`src/rtl/masked_sbox_scheduler.sv`:
```
// Round-robin scheduler sharing one first-order (2-share) masked AES S-box between NREQ requesters.
// Optional macro SBOX_SYNCH_HANDSHAKE_EN: EVAL ends on the S-box sync pulse and adds the sbox_timeout output.
module masked_sbox_scheduler #(
  parameter int NREQ     = 2,
  parameter int SBOX_LAT = 2,
  parameter int IDW      = 3
) (
  input  logic              clk,
  input  logic              rst,
  input  logic [NREQ-1:0]   req_valid,
  output logic [NREQ-1:0]   req_ready,
  input  logic [8*NREQ-1:0] req_x_s0,
  input  logic [8*NREQ-1:0] req_x_s1,
  input  logic              rnd_valid,
  output logic              rnd_ready,
  input  logic [7:0]        rnd_data,
  output logic [7:0]        sbox_x_s0,
  output logic [7:0]        sbox_x_s1,
  output logic [7:0]        sbox_fresh,
  input  logic [7:0]        sbox_y_s0,
  input  logic [7:0]        sbox_y_s1,
  input  logic              sbox_synch,
`ifdef SBOX_SYNCH_HANDSHAKE_EN
  output logic              sbox_timeout,
`endif
  output logic              rsp_valid,
  input  logic              rsp_ready,
  output logic [IDW-1:0]    rsp_id,
  output logic [7:0]        rsp_y_s0,
  output logic [7:0]        rsp_y_s1,
  output logic              busy
);

  localparam int CW = $clog2(4*SBOX_LAT+1);

  localparam logic [1:0] S_IDLE = 2'd0;
  localparam logic [1:0] S_RAND = 2'd1;
  localparam logic [1:0] S_EVAL = 2'd2;
  localparam logic [1:0] S_RESP = 2'd3;

  logic [1:0]     state;
  logic [IDW-1:0] ptr;
  logic [IDW-1:0] gnt_id;
  logic [7:0]     hold_s0;
  logic [7:0]     hold_s1;
  logic [CW-1:0]  cnt;
  logic           pick_found;
  logic [IDW-1:0] pick_id;
  logic [7:0]     sel_s0;
  logic [7:0]     sel_s1;
  logic           eval_done;

  // Two passes: first requesters at or above the pointer, then the wrapped-around ones.
  always_comb begin
    pick_found = 1'b0;
    pick_id    = '0;
    for (int i = 0; i < NREQ; i++) begin
      if (!pick_found && req_valid[i] && (IDW'(i) >= ptr)) begin
        pick_found = 1'b1;
        pick_id    = IDW'(i);
      end
    end
    for (int i = 0; i < NREQ; i++) begin
      if (!pick_found && req_valid[i] && (IDW'(i) < ptr)) begin
        pick_found = 1'b1;
        pick_id    = IDW'(i);
      end
    end
  end

  always_comb begin
    req_ready = '0;
    for (int i = 0; i < NREQ; i++)
      req_ready[i] = rst && (state == S_IDLE) && pick_found && (pick_id == IDW'(i));
  end

  // Each share gets its own selection mux so the shares never meet in shared logic.
  always_comb begin
    sel_s0 = 8'h00;
    for (int i = 0; i < NREQ; i++)
      if (pick_id == IDW'(i)) sel_s0 = req_x_s0[8*i +: 8];
  end

  always_comb begin
    sel_s1 = 8'h00;
    for (int i = 0; i < NREQ; i++)
      if (pick_id == IDW'(i)) sel_s1 = req_x_s1[8*i +: 8];
  end

`ifdef SBOX_SYNCH_HANDSHAKE_EN
  logic synch_seen;

  assign eval_done = synch_seen;

  always_ff @(posedge clk or negedge rst) begin
    if (!rst) begin
      synch_seen   <= 1'b0;
      sbox_timeout <= 1'b0;
    end else begin
      if (state != S_EVAL || synch_seen)
        synch_seen <= 1'b0;
      else if (sbox_synch)
        synch_seen <= 1'b1;
      if (state == S_EVAL && !synch_seen && !sbox_synch && cnt == CW'(4*SBOX_LAT))
        sbox_timeout <= 1'b1;
    end
  end
`else
  logic unused_synch;

  assign unused_synch = sbox_synch;
  assign eval_done    = (cnt == CW'(SBOX_LAT));
`endif

  assign rsp_id = gnt_id;

  always_ff @(posedge clk or negedge rst) begin
    if (!rst) begin
      state      <= S_IDLE;
      ptr        <= '0;
      gnt_id     <= '0;
      hold_s0    <= 8'h00;
      hold_s1    <= 8'h00;
      cnt        <= '0;
      sbox_x_s0  <= 8'h00;
      sbox_x_s1  <= 8'h00;
      sbox_fresh <= 8'h00;
      rsp_y_s0   <= 8'h00;
      rsp_y_s1   <= 8'h00;
      rsp_valid  <= 1'b0;
      rnd_ready  <= 1'b0;
      busy       <= 1'b0;
    end else begin
      case (state)
        S_IDLE: begin
          if (pick_found) begin
            hold_s0   <= sel_s0;
            hold_s1   <= sel_s1;
            gnt_id    <= pick_id;
            rnd_ready <= 1'b1;
            busy      <= 1'b1;
            state     <= S_RAND;
          end
        end
        S_RAND: begin
          if (rnd_valid) begin
            sbox_x_s0  <= hold_s0;
            sbox_x_s1  <= hold_s1;
            sbox_fresh <= rnd_data;
            cnt        <= '0;
            rnd_ready  <= 1'b0;
            state      <= S_EVAL;
          end
        end
        S_EVAL: begin
          if (cnt != CW'(4*SBOX_LAT))
            cnt <= cnt + 1'b1;
          // Both shares and the randomness drop to zero on the capture edge.
          if (eval_done) begin
            rsp_y_s0   <= sbox_y_s0;
            rsp_y_s1   <= sbox_y_s1;
            sbox_x_s0  <= 8'h00;
            sbox_x_s1  <= 8'h00;
            sbox_fresh <= 8'h00;
            rsp_valid  <= 1'b1;
            state      <= S_RESP;
          end
        end
        default: begin
          if (rsp_ready) begin
            rsp_valid <= 1'b0;
            rsp_y_s0  <= 8'h00;
            rsp_y_s1  <= 8'h00;
            ptr       <= (gnt_id == IDW'(NREQ-1)) ? '0 : gnt_id + 1'b1;
            busy      <= 1'b0;
            state     <= S_IDLE;
          end
        end
      endcase
    end
  end

endmodule

```
`config.mk`:
```
export PLATFORM = sky130hd
export DESIGN_NAME = masked_sbox_scheduler
export DESIGN_NICKNAME = d
export VERILOG_FILES = /design/src/rtl/masked_sbox_scheduler.sv
export SDC_FILE = /design/constraint.sdc
export NUM_CORES = 1
export LEC_CHECK = 0
export CAP_MARGIN = 20
export CORE_ASPECT_RATIO = 1.25
export CORE_MARGIN = 4
export CORE_UTILIZATION = 45
export CTS_CLUSTER_DIAMETER = 150
export DETAILED_ROUTE_END_ITERATION = 10
export GPL_ROUTABILITY_DRIVEN = 0
export PLACE_DENSITY = 0.85
export SYNTH_ARGS = -nofsm -noshare
export SYNTH_HDL_FRONTEND = slang
export SYNTH_SLANG_ARGS = --single-unit
```
`constraint.sdc`:
```
create_clock -name clk -period 1.72 [get_ports clk]
set_input_delay 0.344 -clock clk [delete_from_list [all_inputs] [get_ports clk]]
set_output_delay 0.344 -clock clk [all_outputs]
set_load 0.01 [all_outputs]
```
Yosys cells after proc, flatten, opt, wreduce, memory -nomap -nowiden
Index checks and enable logic that the tools add are counted.
W data, S select, Z words.
Word-level totals
  register bits after elaboration: 71
  bits of input ports: 63
  output and inout port bits: 48
  word-level logic and storage cells: 104
Cells by class
  reductions and logical operators: 32
  bitwise gates (word level): 3
  $add $sub $neg: 2
  equal/unequal tests: 10
  magnitude comparators: 4
  multiplexer cells: 39
Operators with widths (number)
  $mux W8: 11
  $pmux W8 S2: 5
  $reduce_and A3 Y1: 5
  $logic_and A1 B1 Y1: 11
  $mux W1: 9
  $mux W3: 3
  $mux W2: 4
  $mux W4: 2
  $ne A2 B2 Y1 const B: 4
  $pmux W4 S2: 1
  $reduce_bool A2 Y1: 4
  $eq A3 B1 Y1 const B: 2
  $ge A1 B3 Y1 const A: 2
  $lt A1 B3 Y1 const A: 2
  $pmux W1 S2: 3
  $pmux W2 S3: 1
  $add A4 B1 Y4 const B: 1
  $eq A4 B2 Y1 const B: 1
  $ne A4 B4 Y1 const B: 1
  $reduce_and A2 Y1: 2
  $reduce_and A4 Y1: 1
  $reduce_bool A4 Y1: 1
  $reduce_or A2 Y1: 2
  $add A3 B1 Y3 const B: 1
  other kinds (7): 11

Longest topological paths before layout
Gate-level depths: netlist (run 1).
  word-level depth: 18
  depth in mapped cells: 8
  gate-level depth less buffers: 5

Least setup slack after synthesis (run 1)
OpenSTA, ideal clock, no wires.
  kind: register to output
  from: reg state[0]
  to: out req_ready[0]
  arrival time: 1.392 ns
  stages on the path, launching flop included: 8
  setup slack: -0.016 ns
  path buffers: 2
  required time: 1.376 ns
  cell sequence: dfrtp_1 -> inv_1 -> ha_1 -> o21a_1 -> buf_2 -> buf_2 -> nand2_1 -> nor2_1
Between the ends
  word-level cells in the longest chain between the ends: 4
Ends and longest elaborated chain
  start: declaration: RTL line 41  | logic [1:0] state;
  start signal: assignment: RTL line 119  | state <= S_IDLE;
  start signal: assignment: RTL line 142  | state <= S_RAND;
  start signal: assignment: RTL line 152  | state <= S_EVAL;
  $logic_not A2 Y1: RTL line 74  | req_ready[i] = rst && (state == S_IDLE) && pick_found && (pick_id == IDW'(i));
  $logic_and A1 B1 Y1 (3 in a row): RTL line 74
  end: declaration: RTL line 11  | output logic [NREQ-1:0] req_ready,
Every way passes these cells.

Final worst setup path (run 1)
  from: reg state[1]
  to: out req_ready[0]
The elaborated chain is that of the path after synthesis.

==> metrics, run 1 <==
status finished, violations left; failing checks setup timing; via total after detailed routing 2811; Syn Inst Count 313; TritonCTS clock tree built; most frequent cells in the layout clkdlybuf4s50_1 (102), dfrtp_1 (67), inv_1 (31); maximum vdd drop 1.15 mV; area delta synth->final 49.0%; critical path, cell by cell inv_2 > ha_4 > o21a_1 > nand2_1 > nor2_1 > buf_2; clock sinks 67; GRT Util Overall 0.199; Placement Rows 33; Final #Nets 502; Final Setup Violations 1; DRT Wirelength between 8000 and 9000 µm; remaining design rule violation count 0; R2R Path End sbox_x_s0[5]; Initial Util 0.473; Final Hold Viols 0; layout cells sized above 1 0.160; initial antenna violation count 0; root buf cell clkbuf_8; power per cell area approximately 1600 nW/µm²; Netlist cell types 42; Final min period 1.73 ns; met1 usage 0.246; core area ~6700 µm²; CP max FO 3; # fillers 502; IO Pins 111; DR iter-0 viols 116; first-pass GRT wire length roughly 13000 µm; sequential area share after synthesis 0.529; cells on worst reg2reg path 7; remaining global-route overflow 0; Max Freq between 500 and 600 MHz; period utilisation layout 1.00; Syn Area/Cell 10.1 µm²; Max Cap Viol 0; Slew headroom 0.460; Worst path slowest cell dfrtp_1; cell family with most CP delay flip-flops; IO buf count 107; GR Layer Usage met3 0.0448; slew at the pin closest to its max-slew limit 0.811 ns; fin. max-slew vios 0; Worst Path Buf+Inv 2; Design Area, Final roughly 4700 µm²; Post-DP HPWL 6040 µm; Worst EP arrival 1.38 ns; Worst Path Required roughly 1.4 ns; CP peak stage delay 0.40 ns; type of origin of the critical path register; Cell Area, Synth roughly 3200 µm²; vias in the first global route 2686; number of hold buffers added after cts 0; drt pass-1 iters 4; worst reg2reg setup slack 0.03 ns; Yosys Warn Count 0; CTS max path bufs 2; final non-filler cell total between 500 and 600; antenna-violating nets left 0; largest net degree at the start of global routing 68; worst min-delay path category in -> async; Leak 2.01 nW; Worst Setup End Kind primary output; #FFs+latches synth 67; layer with the highest usage met2; most common cell after layout, fill and taps aside clkdlybuf4s50_1; Clk Latency, worst-skew pair 0.34 ns; RR Startpoint state[1]; Placed Instances between 500 and 600; Place WS -0.428 ns; H-tree depth 3; post-DR wirelength/cell roughly 16 µm; Post-Route Skew around 0.0096 ns; RSZ-0062 raised after global routing yes; M2 GR Usage 0.340; Post-Place Cell Area 4400 µm²; ant diodes 0; Setup CP Type reg -> out; die area ~8500 µm²; CTS Buf Count 9; Vias/cell 5.36; clock-pin slew on the worst setup and hold paths around 0.070 ns; fin worst setup slack -0.00811 ns; die height 102 µm; Die W 83.0 µm
[kinds of logic after synthesis]
logic type | share of synthesized area
compound gates | 0.190
fa+ha+maj | 0.0277
buf+inv | 0.0913
flops | 0.529
mux | 0.00751
other cells | 0.00118
simple gates | 0.153
[synthesized netlist by cell type, drive strengths merged]
| master | instances | share of area |
|---|---|---|
| nand2b | 2 | 0.0040 |
| or3 | 1 | 0.0020 |
| o21ba | 1 | 0.0032 |
| dfrtp | 67 | 0.53 |
| nand4 | 25 | 0.049 |
| mux2i | 2 | 0.0075 |
| o2bb2ai | 2 | 0.0055 |
| nand3b | 17 | 0.040 |
| o211ai | 4 | 0.011 |
| nor4 | 1 | 0.0020 |
| a21boi | 2 | 0.0047 |
| nor3b | 1 | 0.0059 |
| o32ai | 1 | 0.0028 |
| o2111ai | 1 | 0.0028 |
| clkbuf | 11 | 0.013 |
| or2 | 2 | 0.0040 |
| nor2 | 21 | 0.026 |
| conb | 1 | 0.0012 |
| a22o | 16 | 0.044 |
| o31ai | 1 | 0.0024 |
| o22a | 1 | 0.0028 |
| buf | 15 | 0.037 |
| nand2 | 6 | 0.0071 |
| and3 | 2 | 0.0040 |
| a21o | 1 | 0.0024 |
| or3b | 1 | 0.0028 |
| a21oi | 2 | 0.0032 |
| a31oi | 17 | 0.034 |
| and2b | 1 | 0.0024 |
| ha | 7 | 0.028 |
| o21a | 1 | 0.0024 |
| and4b | 1 | 0.0032 |
| o21ai | 44 | 0.070 |
| inv | 35 | 0.041 |
[flip-flops by register name, summed over array words and instances, names as in the netlist, 4 cells and up]
register	cells
sbox_x_s0	8
hold_s0	8
cnt	4
rsp_y_s0	8
sbox_x_s1	8
rsp_y_s1	8
hold_s1	8
sbox_fresh	8
[what timing repair did]
action                                  CTS  global route
resized for setup                        18            17
pin swaps                                 1             3
endpoints found under the setup margin   39            60
setup buffers                             5             1
[metal layers]
metal	up-vias	wire length (µm)
li1	1351	-
met2	93	4410
met4	0	212
met5	-	0
met1	1349	3460
met3	18	394
[worst max-delay path by stage]
stage | from | endpoint | slack (ns) | cells after the start
6_report | state[1] | req_ready[0] | -0.008 | 6
5_1_grt | state[0] | req_ready[0] | -0.15 | 6
4_1_cts | state[1] | req_ready[0] | -0.02 | 6
3_5_place_dp | req_valid[0] | req_ready[1] | -0.43 | 5
3_3_place_gp | req_valid[0] | req_ready[1] | -0.37 | 5
2_1_floorplan | state[0] | req_ready[0] | 0.02 | 7
[power breakdown]
group	switching [W]	leakage (nW)	internal [W]
clock network	0.000572	0.0926	0.000708
logic	0.00183	1.06	0.00181
registers	0.000372	0.859	0.00216
[final cells by class]
class / instances / area (µm²) / share of cell area
timing repair buffer: 133 / 1290 / 0.273
tap: 87 / 109 / 0.0231
sequential: 67 / 1680 / 0.355
inverter: 35 / 131 / 0.0279
multi-input combinational: 186 / 1320 / 0.280
clock buffer: 12 / 145 / 0.0308
clock inverter: 4 / 50.0 / 0.0106
[worst reg2reg max path, delay by kind of cell (launching register included)]
| family | cells | cell delay [ns] |
|---|---|---|
| AOI/OAI and AO/OA | 2 | 0.33 |
| adders and majority gates | 1 | 0.18 |
| buffers and inverters | 3 | 0.36 |
| DFF | 1 | 0.40 |
| muxes | 1 | 0.32 |
[through the flow]
| step | hold slack (ns) | power [W] | TNS [ns] | util |
|---|---|---|---|---|
| floorplan | 0.0484 | 0.00437 | 0 | - |
| global placement | 0.462 | 0.00567 | -0.757 | 0.658 |
| detailed placement | 0.491 | 0.00581 | -1.66 | 0.658 |
| CTS | 0.269 | 0.00725 | -0.0267 | 0.694 |
| global route | 0.328 | 0.00794 | -0.331 | 0.705 |
| finish | 0.239 | 0.00744 | -0.00811 | 0.705 |
No activity file was read; power rests on OpenSTA's default activity.
==> run 2, diff against run 1 <==
Settings changed: ABC_AREA set to 1, CAP_MARGIN 20 to not set, SKIP_CTS_REPAIR_TIMING set to 1.
==> metrics, run 2 <==
maximum vdd drop 1.04 mV (-9.5%); die height 102 µm (-0.18%); Syn Area/Cell 8.94 µm² (-12%); worst min-delay path category in -> async; Worst Setup End Kind primary output; Final Hold Viols 0 (unchanged); Leak 2.27 nW (+13%); H-tree depth 3 (unchanged); DRT Wirelength 8460 µm (-0.31%); remaining global-route overflow 0 (unchanged); remaining design rule violation count 0 (unchanged); Final #Nets 544 (+8.4%); multi-input logic area 1290 µm² (-1.8%); synth cell count leaders nand2_1 (120), dfrtp_1 (67), inv_1 (31); Syn Inst Count 353 (+13%); power per cell area 1740 nW/µm² (+10%); most frequent cell after synthesis nand2_1; Synth area leaders dfrtp_1 (53%), nand2_1 (14%), nand3_1 (4.6%); most frequent cells in the layout nand2_1 (117), clkdlybuf4s50_1 (104), dfrtp_1 (67); RSZ-0062 raised after global routing yes; root buf cell clkbuf_8; Max Freq 586 MHz (+1.3%); area occupied by registers 1680 µm² (unchanged); first-pass GRT wire length 12900 µm (-3.9%); Worst Path Required 1.38 ns (about the same); Cell Area, Synth 3150 µm² (-0.40%); Clk Latency, worst-skew pair 0.33 ns (about the same); setup_tns 0 ns (+0.00811 ns); Yosys top cell by area dfrtp_1; vias in the first global route 2733 (+1.7%); Post-Route Skew 0.00884 ns (-0.000713 ns); Clk pwr share 0.201 (+0.029); internal power 0.00497 W (+6.4%); Logic pwr share 0.483 (-0.005); Die W 82.9 µm (-0.17%); clock sinks 67 (unchanged); # fillers 533 (+6.2%); Primary FF master, synth dfrtp_1; most common cell after layout, fill and taps aside nand2_1; Initial Util 0.472 (-0.00187); IO Pins 111 (unchanged); clock-pin slew on the worst setup and hold paths 0.08 ns (about the same); IO buf count 107 (unchanged); sequential area share after synthesis 0.532 (+0.00210); slew at the pin closest to its max-slew limit 0.832 ns (+0.0214 ns); Netlist cell types 32 (-24%); via total after detailed routing 2807 (-0.14%); Yosys top cell area share 0.532 (+0.00210); CTS Buf Count 9 (unchanged); Post-DP HPWL 5900 µm (-2.4%); Yosys Warn Count 0 (unchanged); drt pass-1 iters 4 (unchanged); Worst EP arrival 1.36 ns (-0.02 ns); post-DR wirelength/cell 14.9 µm (-7.7%); die area 8420 µm² (-0.36%); Slew headroom 0.445 (-0.0143); TritonCTS clock tree built; status completed; Final min period 1.71 ns (-0.0218 ns); Total Power 0.00806 W (+8.4%); Final Setup Violations 0 (-1); fin. max-slew vios 0 (unchanged); ys async rst share 1.00 (unchanged); core area 6690 µm² (unchanged); Placement Rows 33 (unchanged); Post-synth EDFFs 0 (unchanged); Max Cap Viol 0 (unchanged); worst hold slack 0.299 ns (+0.0600 ns); GRT Util Overall 0.192 (-0.00619); ant diodes 0 (unchanged); Setup CP Type reg -> out; area delta synth->final 47.3%; initial antenna violation count 0 (unchanged); #FFs+latches synth 67 (unchanged); CP max FO 3 (unchanged); largest net degree at the start of global routing 68 (unchanged); type of origin of the critical path register; period utilisation layout 0.992 (-0.0127); CTS max path bufs 2 (unchanged); DR iter-0 viols 174 (+50%); Switching Share 0.384 (+0.0119); Seq pwr share 0.317 (-0.023); antenna-violating nets left 0 (unchanged); P_sw 0.00310 W (+12%); layout cells sized above 1 0.148 (-0.0120); Vias/cell 4.96 (-7.6%)
-- run 2: cell type report --
| class | count | share of cell area |
|---|---|---|
| clock inverters | 6 | 0.0240 |
| multi-input cells | 238 | 0.279 |
| flip-flops and latches | 67 | 0.361 |
| repair buffers | 124 | 0.256 |
| inverters | 34 | 0.0275 |
| clock buffers | 10 | 0.0296 |
| well taps | 87 | 0.0234 |
-- run 2: path summary, 6_finish.rpt --
path	startpoint	endpoint	slack, ns	depth (start not counted)
worst min-delay path	rst	hold_s1[3]	0.30	2
max in group asynchronous	rst	sbox_x_s1[1]	0.89	2
worst max-delay path	state[0]	req_ready[1]	0.01	6
worst min register to register	sbox_x_s1[2]	sbox_x_s1[2]	0.47	2
min in group clk	sbox_x_s1[2]	sbox_x_s1[2]	0.47	2
worst max register to register	state[0]	rsp_y_s1[1]	0.04	7
-- run 2: logic make-up after synthesis --
logic type,after synthesis,synth area share
buffers and inverters,51,0.0865
adder cells (fa/ha/maj),7,0.0278
XOR/XNOR,1,0.00278
other,1,0.00119
AND/OR/NAND/NOR,179,0.254
flip-flops,67,0.532
AO/OA/AOI/OAI,47,0.0964
-- run 2: per-layer routing --
layer | vias up | routed length, µm | part of all wire | global-route usage
li1 | 1368 | - | - | -
met1 | 1335 | 3510 | 0.41 | 0.239
met2 | 94 | 4410 | 0.52 | 0.336
met3 | 10 | 410 | 0.048 | 0.0293
met4 | 0 | 130 | 0.015 | 0.0830
met5 | - | 0 | 0 | 0
-- run 2: power groups by stage --
| stage | clock network [W] | logic (W) | registers, W |
|---|---|---|---|
| 2_1_floorplan | 0 | 0.00197 | 0.00269 |
| 3_3_place_gp | 0 | 0.00345 | 0.00255 |
| 3_5_place_dp | 0 | 0.00356 | 0.00256 |
| 4_1_cts | 0.00164 | 0.00360 | 0.00254 |
| 5_1_grt | 0.00170 | 0.00428 | 0.00262 |
| 6_report | 0.00162 | 0.00389 | 0.00255 |
-- run 2: critical path, cell delays in order, from the launching register on --
cell     delay [ns]
dfrtp_1        0.40
inv_2          0.09
ha_4           0.14
buf_4          0.13
nand2_2        0.06
nor2_2         0.09
buf_2          0.13
-- run 2: per-stage QoR --
stage               worst slack (ns)  cells  utilization  area (µm²)
finish                        0.0137    566        0.695        4650
global route                 -0.0578    566        0.695        4650
CTS                           -0.501    563        0.681        4560
detailed placement            -0.417    547        0.644        4310
global placement              -0.403    547        0.644        4310
floorplan                     0.0713    354            -        3160
==> run 3, diff against run 2 <==
Settings changed: DONT_BUFFER_PORTS set to 1, PLACE_DENSITY 0.85 to not set, PLACE_DENSITY_LB_ADDON set to 0.3, SLEW_MARGIN set to 15.
==> metrics, run 3 (same netlist as run 2, synthesis figures left out) <==
Final Hold Viols 67 (+67); clock-pin slew on the worst setup and hold paths 0.07 ns (about the same); remaining global-route overflow 0 (unchanged); H-tree depth 3 (unchanged); initial antenna violation count 0 (unchanged); worst min-delay path category in -> async; DR iter-0 viols 147 (-16%); power per cell area 1890 nW/µm² (+9.1%); M1 WL 3050 µm (-13%); fin. max-slew vios 0 (unchanged); Vias/cell 5.10 (+2.9%); Clk Latency, worst-skew pair 0.33 ns (about the same); RSZ-0062 raised after global routing yes; Max Cap Viol 0 (unchanged); GRT Util Overall 0.170 (-0.0226); most common cell after layout, fill and taps aside nand2_1; Final #Nets 432 (-21%); status finished, violations left; Post-Place Cell Area 3190 µm² (-26%); met3 wire len 520 µm (+27%); Setup CP Type reg -> out; type of origin of the critical path register; Highest Signal Layer met4; Detail Route met2 WL 3270 µm (-26%); DRT Wirelength 6950 µm (-18%); Post-Route Skew 0.00799 ns (-0.000842 ns); ant diodes 0 (unchanged); root buf cell clkbuf_8; largest net degree at the start of global routing 70 (+2.9%); period utilisation layout 1.02 (+0.0283); CTS Buf Count 9 (unchanged); CTS max path bufs 2 (unchanged); Worst Setup End Kind primary output; Post-DP HPWL 4840 µm (-18%); area occupied by registers 1680 µm² (unchanged); area delta synth->final 10.7%; Worst Path Required 1.38 ns (about the same); Final min period 1.75 ns (+0.0486 ns); setup_tns -0.0349 ns (-0.0349 ns); worst hold slack -0.304 ns (-0.603 ns); fin worst setup slack -0.0349 ns (-0.0486 ns); die area 8420 µm² (unchanged); post-DR wirelength/cell 15.3 µm (+2.4%); first-pass GRT wire length 11400 µm (-12%); via total after detailed routing 2317 (-17%); Leak 1.83 nW (-20%); # fillers 639 (+20%); Worst EP arrival 1.41 ns (+0.05 ns); Design Area, Final 3490 µm² (-25%); Die W 82.9 µm (unchanged); die height 102 µm (unchanged); antenna-violating nets left 0 (unchanged); failing checks hold timing, setup timing; most frequent cells in the layout nand2_1 (120), dfrtp_1 (67), nand3_1 (28); Final Setup Violations 1 (+1); remaining design rule violation count 0 (unchanged); CP max FO 4 (+1); Placement Rows 33 (unchanged); core area 6690 µm² (unchanged); multi-input logic area 1250 µm² (-3.2%); drt pass-1 iters 4 (unchanged); layout cells sized above 1 0.155 (+0.00709); Initial Util 0.472 (unchanged); vias in the first global route 2291 (-16%); Max Freq 570 MHz (-2.8%); maximum vdd drop 0.965 mV (-7.5%); IO Pins 111 (unchanged); TritonCTS clock tree built; IO buf count 0 (-100%); clock sinks 67 (unchanged); Total Power 0.00661 W (-18%)
-- run 3: changes by cell type in the layout (fill, tap and decap cells not counted), moves of 3 or more --
cell	change
clkdlybuf4s50_1	-104
nand2_2	-4
o21ai_0	+4
o21ai_1	-4
buf_4	-3
nand2_1	+3
-- run 3: routing by layer --
metal / global-route usage / vias to the layer above
li1: - / 1141
met1: 0.223 / 1080
met2: 0.259 / 88
met3: 0.0594 / 8
met4: 0.0667 / 0
met5: 0 / -
-- run 3: cell type report --
cell class | instances | area share
flip-flops and latches | 67 | 0.480
multi-input cells | 236 | 0.359
clock buffers | 12 | 0.0444
inverters | 34 | 0.0409
well taps | 87 | 0.0312
repair buffers | 14 | 0.0301
clock inverters | 4 | 0.0140
-- run 3: worst paths after layout --
check                      startpoint      endpoint  slack [ns]  cells after the start
min in group clk            rsp_ready        ptr[0]        0.11                      1
min reg2reg                hold_s0[4]    hold_s0[4]        0.48                      2
max in group asynchronous         rst    hold_s1[5]        1.91                      0
max reg2reg                  state[1]  sbox_x_s1[2]        0.14                      6
min                               rst   rsp_y_s0[1]       -0.30                      0
max                          state[1]  req_ready[0]       -0.03                      6
-- run 3: critical path, cell delays in order, from the launching register on --
cell and delay [ns]:
dfrtp_1 0.41, inv_2 0.10, ha_4 0.17, inv_4 0.04
a21oi_4 0.17, nand3_2 0.10, inv_2 0.08
-- run 3: stage by stage --
| stage | std cells | util | setup WS, ns |
|---|---|---|---|
| after global placement | 433 | 0.477 | 0.0956 |
| after floorplan | 354 | - | 0.0713 |
| after CTS | 449 | 0.507 | -0.307 |
| after detailed placement | 433 | 0.477 | 0.0473 |
| after global routing | 454 | 0.522 | -0.111 |
| final | 454 | 0.522 | -0.0349 |
-- run 3: power by group --
part | total, W | switching [W] | internal, W
Sequential | 0.00280 | 0.000591 | 0.00220
Clock | 0.00132 | 0.000575 | 0.000747
Combinational | 0.00249 | 0.00155 | 0.000939
Total | 0.00661 | 0.00272 | 0.00389
